===== src/rtl/eth_mac_10g_tx_arb.sv =====
// Packet-granular round-robin arbiter in front of the 10G MAC transmit AXI-stream port.
// A grant is held from a packet's first beat through its tlast beat; output is a 2-entry skid slice.
module eth_mac_10g_tx_arb #(
   parameter int PORTS      = 4,
   parameter int DATA_WIDTH = 64,
   parameter int KEEP_WIDTH = DATA_WIDTH/8,
   parameter int USER_WIDTH = 1,
   parameter int SEL_WIDTH  = $clog2(PORTS)
) (
   input  logic                             clk,
   input  logic                             rst,
   input  logic [PORTS*DATA_WIDTH-1:0]      s_axis_tdata,
   input  logic [PORTS*KEEP_WIDTH-1:0]      s_axis_tkeep,
   input  logic [PORTS-1:0]                 s_axis_tvalid,
   output logic [PORTS-1:0]                 s_axis_tready,
   input  logic [PORTS-1:0]                 s_axis_tlast,
   input  logic [PORTS*USER_WIDTH-1:0]      s_axis_tuser,
   output logic [DATA_WIDTH-1:0]            m_axis_tdata,
   output logic [KEEP_WIDTH-1:0]            m_axis_tkeep,
   output logic                             m_axis_tvalid,
   input  logic                             m_axis_tready,
   output logic                             m_axis_tlast,
   output logic [USER_WIDTH-1:0]            m_axis_tuser,
   input  logic                             link_up,
   input  logic [PORTS-1:0]                 port_enable,
   output logic                             grant_valid,
   output logic [SEL_WIDTH-1:0]             grant_index
);

   localparam int BW = DATA_WIDTH + KEEP_WIDTH + USER_WIDTH + 1;

   typedef enum logic {IDLE, ACTIVE} state_t;

   state_t               state, state_next;
   logic [SEL_WIDTH-1:0] grant_q, grant_next, last_grant, pick;
   logic                 pick_found;
   logic [PORTS-1:0]     req, ready_q, ready_next;

   logic [BW-1:0]        in_beat, main_beat, temp_beat;
   logic                 in_xfer, in_last;
   logic                 main_valid, temp_valid, main_valid_next, temp_valid_next;
   logic                 load_main_in, load_main_temp, load_temp;

   assign req = s_axis_tvalid & port_enable & {PORTS{link_up}};

   // Search order starts one past the previous winner and wraps modulo PORTS.
   always_comb begin
      int idx;
      logic [SEL_WIDTH-1:0] cand;
      pick       = '0;
      pick_found = 1'b0;
      idx        = 0;
      cand       = '0;
      for (int k = 1; k <= PORTS; k++) begin
         idx  = (int'(last_grant) + k) % PORTS;
         cand = idx[SEL_WIDTH-1:0];
         if (!pick_found && req[cand]) begin
            pick       = cand;
            pick_found = 1'b1;
         end
      end
   end

   assign in_beat = {s_axis_tlast[grant_q],
                     s_axis_tuser[int'(grant_q)*USER_WIDTH +: USER_WIDTH],
                     s_axis_tkeep[int'(grant_q)*KEEP_WIDTH +: KEEP_WIDTH],
                     s_axis_tdata[int'(grant_q)*DATA_WIDTH +: DATA_WIDTH]};
   assign in_last = s_axis_tlast[grant_q];
   assign in_xfer = |(s_axis_tvalid & ready_q);

   always_comb begin
      state_next      = state;
      grant_next      = grant_q;
      main_valid_next = main_valid;
      temp_valid_next = temp_valid;
      load_main_in    = 1'b0;
      load_main_temp  = 1'b0;
      load_temp       = 1'b0;
      ready_next      = '0;

      case (state)
         IDLE: if (pick_found) begin
            state_next = ACTIVE;
            grant_next = pick;
         end
         ACTIVE: if (in_xfer && in_last) state_next = IDLE;
         default: state_next = IDLE;
      endcase

      // Ready high guarantees temp is empty, so an input beat lands in main or temp.
      if (|ready_q) begin
         if (m_axis_tready || !main_valid) begin
            main_valid_next = in_xfer;
            load_main_in    = in_xfer;
         end else begin
            temp_valid_next = in_xfer;
            load_temp       = in_xfer;
         end
      end else if (m_axis_tready) begin
         main_valid_next = temp_valid;
         load_main_temp  = temp_valid;
         temp_valid_next = 1'b0;
      end

      if (state_next == ACTIVE && !temp_valid_next) ready_next[grant_next] = 1'b1;
   end

   always_ff @(posedge clk or posedge rst) begin
      if (rst) begin
         state      <= IDLE;
         grant_q    <= '0;
         last_grant <= SEL_WIDTH'(PORTS-1);
         ready_q    <= '0;
         main_valid <= 1'b0;
         temp_valid <= 1'b0;
         main_beat  <= '0;
         temp_beat  <= '0;
      end else begin
         state      <= state_next;
         grant_q    <= grant_next;
         ready_q    <= ready_next;
         main_valid <= main_valid_next;
         temp_valid <= temp_valid_next;
         if (state == IDLE && pick_found) last_grant <= pick;
         if (load_main_in)        main_beat <= in_beat;
         else if (load_main_temp) main_beat <= temp_beat;
         if (load_temp)           temp_beat <= in_beat;
      end
   end

   assign s_axis_tready = ready_q;
   assign m_axis_tvalid = main_valid;
   assign {m_axis_tlast, m_axis_tuser, m_axis_tkeep, m_axis_tdata} = main_beat;
   assign grant_valid   = (state == ACTIVE);
   assign grant_index   = grant_q;

endmodule

===== config.mk =====
export PLATFORM = sky130hd
export DESIGN_NAME = eth_mac_10g_tx_arb
export DESIGN_NICKNAME = d
export VERILOG_FILES = /design/src/rtl/eth_mac_10g_tx_arb.sv
export SDC_FILE = /design/constraint.sdc
export NUM_CORES = 1
export LEC_CHECK = 0
export CAP_MARGIN = 20
export CORE_MARGIN = 1
export CORE_UTILIZATION = 35
export CTS_CLUSTER_SIZE = 24
export DETAILED_ROUTE_END_ITERATION = 10
export PLACE_DENSITY = 0.7
export SLEW_MARGIN = 5
export SYNTH_ARGS = -nofsm -noshare
export SYNTH_HDL_FRONTEND = slang
export SYNTH_SLANG_ARGS = --single-unit

===== constraint.sdc =====
create_clock -name clk -period 9.2 [get_ports clk]
set_input_delay 1.38 -clock clk [delete_from_list [all_inputs] [get_ports clk]]
set_output_delay 1.38 -clock clk [all_outputs]
set_load 0.02 [all_outputs]

==> results of run 1 <==
==> state kept, by name, summed over array words and instances, names as in the netlist <==
signal,flops
temp_valid,1
grant_index,2
temp_beat,74
grant_valid,1
main_beat,74
last_grant,2
m_axis_tvalid,1
s_axis_tready,4
==> area by class of cell <==
class | count | area, µm² | share of cell area
timing repair buffer | 397 | 3950 | 0.302
sequential | 159 | 3990 | 0.305
clock inverter | 12 | 124 | 0.00947
multi-input combinational | 418 | 4130 | 0.316
clock buffer | 20 | 457 | 0.0349
tap | 319 | 399 | 0.0305
inverter | 5 | 23.8 | 0.00182
==> power breakdown <==
part	internal [µW]	total (µW)	leakage (µW)	switching, µW
Combinational	1030	1940	0.00320	906
Clock	393	691	0.000272	298
Sequential	1060	1320	0.00194	267
==> metrics by stage <==
stage	cell area, µm²	setup WS (ns)	cells	hold slack [ns]
floorplan	8420	3.53	629	0.459
global placement	12500	5.35	1298	0.458
detailed placement	12500	5.28	1298	0.462
CTS	13100	5.57	1330	0.478
global route	13100	5.49	1330	0.491
finish	13100	5.66	1330	0.476
==> kinds of logic (layout without fill, tap and decap cells) <==
group / count (synthesis) / count (layout)
AO/OA/AOI/OAI: 99 / 99
buffers and inverters: 52 / 434
flip-flops: 159 / 159
multiplexers: 181 / 181
AND/OR/NAND/NOR: 138 / 138
==> placed cells by master, fill, tap and decap left out, types with 2 or more instances in the layout <==
master,instances
a221o_1,2
a22o_1,2
a22oi_1,41
a22oi_2,3
a32o_1,2
and2_1,2
buf_4,8
clkbuf_16,17
clkbuf_8,2
clkdlybuf4s50_1,389
clkinv_4,2
clkinvlp_4,4
dfrtp_1,155
dfrtp_4,2
dfstp_2,2
inv_1,4
inv_6,5
mux2_1,2
mux2_2,72
mux2i_1,33
mux4_2,74
nand2_1,118
nand3_1,3
nand4_1,2
nor2_1,5
nor2b_1,2
o211ai_1,2
o21ai_0,12
o21ai_1,22
==> worst paths after layout <==
check,endpoint,slack (ns),cells past startpoint,startpoint
setup / recovery,grant_index[0],5.66,1,grant_index[0]
hold / removal,main_beat[65],0.48,2,main_beat[65]
setup reg to reg,temp_beat[48],6.48,3,grant_index[0]
hold reg to reg,main_beat[65],0.48,2,main_beat[65]
max in group asynchronous,grant_index[0],6.22,3,rst
min in group asynchronous,main_beat[43],1.49,2,rst
==> layer usage <==
layer / vias up / wire length, µm
met4: 0 / 478
met5: - / 0
li1: 3112 / -
met3: 26 / 1820
met1: 3363 / 9540
met2: 268 / 12300
==> flow_metrics.tcl, run 1 <==
set metrics [dict create \
    antenna_found_initial 0 \
    hold_path_class "reg2reg" \
    cts_sinks 159 \
    grt_util_met2 0.343 \
    die_h_um 157 \
    ctsHtreeMaxLevel 4 \
    slew_headroom 0.278 \
    synthAdderAreaFrac 0 \
    synth_area_mm2 0.00842 \
    final_nets 1306 \
    maxSlewViolCount 0 \
    synth_compound_area_frac 0.0832 \
    place_congestion 0.773 \
    clk_path_buf_depth 2 \
    min_period_ns 3.54 \
    post_cts_buffers 0 \
    synth_commonest_cells "157 x dfrtp_1, 118 x nand2_1, 74 x mux4_2, 72 x mux2_2, 41 x a22oi_1" \
    detailed_place_hpwl_um 17900 \
    yosys.area_share.simple 0.0677 \
    port_buffers 389 \
    synthMuxAreaShare 0.336 \
    use_met3 0.0490 \
    overflow 0 \
    drc 0 \
    finClkSkew_ns 0.0156 \
    cts_resized 0 \
    seq_area_frac_synth 0.473 \
    dieArea_mm2 0.0247 \
    worst_ir_drop_vdd_mv 0.124 \
    initial_core_util 0.358 \
    fill_cells 2070 \
    ant_nets 0 \
    yosysTopAreaCell "dfrtp_1" \
    drtPass1Iterations 7 \
    synth_top_family_by_area "multiplexers" \
    use_met1 0.237 \
    rows 56 \
    hold_violations 0 \
    synth_most_common_cell "dfrtp_1" \
    viasPerCell 5.09 \
    grt_use_total 0.197 \
    avgSynthCellArea_um2 13.4 \
    path_class "reg2out" \
    netlist_instances 629 \
    cap_violations 0 \
    synth.distinct_cells 43 \
    crit_buf_inv 1 \
    clk_latency_ns 0.42 \
    critPathLaunchType "flop" \
    areaGrowthSynthToFinish_pct 55.3 \
    grt_pass1_wl_um 36600 \
    worst_pin_slew_ns 1.08 \
    synth_ff_type "dfrtp_1" \
    slowest_delay_ns 0.97 \
    cts_tree "yes" \
    synth_area_leaders "dfrtp_1 47%, mux4_2 20%, mux2_2 9.6%" \
    core_mm2 0.0235 \
    power_density_mw_per_mm2 302 \
    fin_util 0.555 \
    endpoint_kind "output port" \
    ctsHoldBuffers 0 \
    io_pins 390 \
    setup_viol 0 \
    cts.clk_slew.worst_paths_ns 0.06 \
    grt_max_degree 92 \
    die_w_um 157 \
    yosys.area_share.xor_xnor 0 \
    synth_top_area_share 0.466 \
    arrival_ns 2.16 \
    synth-seq-cells 159 \
    power.total_uw 3950 \
    wl_per_cell_um 18.1 \
    cts_root_buf "clkbuf_16" \
    vias 6769 \
    busiest_layer "met2" \
    fin_crit_sh 0.385 \
    setup_tns_ns 0 \
    drt_iter0_drc 289 \
    crit_family "flip-flops" \
    synth_fp_nets 937 \
    max_freq_mhz 282 \
    ys.warnings.count 0 \
    diodes 0 \
    wl_um 24100 \
    required_ns 7.82 \
    grt_pass1_vias 6912 \
    path_cells "clkdlybuf4s50_1" \
    worst-path-max-fanout 44 \
    crit_slowest_cell "dfrtp_4" \
    status "complete, no violations" \
    synth_enable_flop_cells 0 \
    async_reset_ff_frac 1.00 \
    drive_gt1_frac 0.202 \
    leakagePower_uw 0.00541 \
    rsz0062_at_grt "no" \
    cts_buffers 17 \
]
No activity file was read; power rests on OpenSTA's default activity.
==> run 2, diff against run 1 <==
Clock period 9.2 ns to 3.28 ns, I/O delays scaled along.
==> flow_metrics.tcl, run 2 (synthesis results as in run 1) <==
set metrics [dict create \
    status "complete, no violations" \
    cts_resized 0 \
    grt_pass1_vias 6956 \
    final_common_cell "clkdlybuf4s50_1" \
    diodes 0 \
    required_ns 2.79 \
    drive_gt1_frac 0.207 \
    fin_crit_sh 0.763 \
    hold_violations 0 \
    cts_sinks 159 \
    drtPass1Iterations 4 \
    hold_path_class "in2async" \
    worst_pin_slew_ns 0.663 \
    maxSlewViolCount 0 \
    rr_endpoint "main_beat[57]" \
    antenna_found_initial 0 \
    arrival_ns 2.01 \
    crit_slowest_cell "dfrtp_4" \
    cts_root_buf "clkbuf_16" \
    dieArea_mm2 0.0247 \
    cts_tree "yes" \
    finClkSkew_ns 0.00866 \
    reg2regPathDepth 5 \
    io_pins 390 \
    critPathLaunchType "flop" \
    power.total_uw 11300 \
    ant_nets 0 \
    worst-path-max-fanout 32 \
    worst_ir_drop_vdd_mv 0.410 \
    drc 0 \
    clk_latency_ns 0.42 \
    ctsHtreeMaxLevel 4 \
    leakagePower_uw 0.00549 \
    vias 6752 \
    setup_tns_ns 0 \
    final_nets 1314 \
    overflow 0 \
    port_buffers 389 \
    rows 56 \
    path_cells "clkdlybuf4s50_1" \
    grt_max_degree 78 \
    max_freq_mhz 400 \
    path_class "reg2out" \
    rsz0062_at_grt "no" \
    min_period_ns 2.50 \
    slew_headroom 0.558 \
    power_density_mw_per_mm2 853 \
    areaGrowthSynthToFinish_pct 57.4 \
    fin_util 0.563 \
    final_cell_mix "389 x clkdlybuf4s50_1, 155 x dfrtp_1, 118 x nand2_1, 74 x mux4_2, 72 x mux2_2" \
    grt_use_total 0.199 \
    die_w_um 157 \
    r2r_slack_ns 0.99 \
    crit_family "flip-flops" \
    cap_violations 0 \
    detailed_place_hpwl_um 18500 \
    wl_um 24200 \
    die_h_um 157 \
    viasPerCell 5.05 \
    ctsHoldBuffers 0 \
    initial_core_util 0.358 \
    core_mm2 0.0235 \
    cts_buffers 17 \
    place_congestion 0.830 \
    drt_iter0_drc 257 \
    post_cts_buffers 0 \
    crit_buf_inv 1 \
    wl_per_cell_um 18.1 \
    slowest_delay_ns 0.85 \
    endpoint_kind "output port" \
    setup_viol 0 \
    grt_pass1_wl_um 37000 \
    reg2reg_from "s_axis_tready[0]" \
    cts.clk_slew.worst_paths_ns 0.06 \
    clk_path_buf_depth 2 \
]
## run 2: cell types whose count changed in the layout (fill, tap and decap cells not counted), sizes merged
cell / previous run / this run
buf: 8 / 16
inv: 10 / 7
clkbuf: 20 / 21
clkinv: 2 / 1
bufinv: 1 / 3
clkinvlp: 4 / 5
## run 2: per-stage QoR
| stage | setup slack, ns | area [µm²] | hold WS (ns) | std cells |
|---|---|---|---|---|
| 2_1_floorplan | 0.775 | 8430 | 0.459 | 629 |
| 3_3_place_gp | 0.885 | 12600 | 0.457 | 1306 |
| 3_5_place_dp | 0.831 | 12600 | 0.462 | 1306 |
| 4_1_cts | 0.717 | 13300 | 0.440 | 1338 |
| 5_1_grt | 0.645 | 13300 | 0.461 | 1338 |
| 6_report | 0.778 | 13300 | 0.443 | 1338 |
## run 2: power by group
group          total [µW]  switching (µW)  internal [µW]
clock network        2050             804           1250
logic                5600            2610           2980
registers            3660             699           2960
total               11300            4120           7200
## run 2: worst max-delay path by stage
stage	depth (start not counted)	slack, ns	to	from
after CTS	1	0.72	grant_index[0]	grant_index[0]
after global placement	5	0.88	temp_beat[65]	s_axis_tvalid[1]
after detailed placement	5	0.83	temp_beat[46]	s_axis_tvalid[1]
after floorplan	1	0.77	grant_index[0]	rst
after global routing	1	0.64	grant_index[0]	grant_index[0]
final	1	0.78	grant_index[0]	grant_index[0]
## run 2: final cells by class
class / instances / area [µm²]
clock buffers: 21 / 460
clock inverters: 11 / 155
fillers: 2026 / 10300
inverters: 5 / 22.5
multi-input cells: 418 / 4130
flip-flops and latches: 159 / 3990
well taps: 319 / 399
repair buffers: 405 / 4100
## run 2: metal layers
layer | routed length [µm] | part of all wire | vias up | global-route usage
met5 | 0 | 0 | - | 0
met4 | 286 | 0.012 | 0 | 0.0555
met3 | 1810 | 0.075 | 16 | 0.0493
met2 | 12700 | 0.52 | 262 | 0.357
met1 | 9430 | 0.39 | 3339 | 0.235
li1 | - | - | 3135 | -
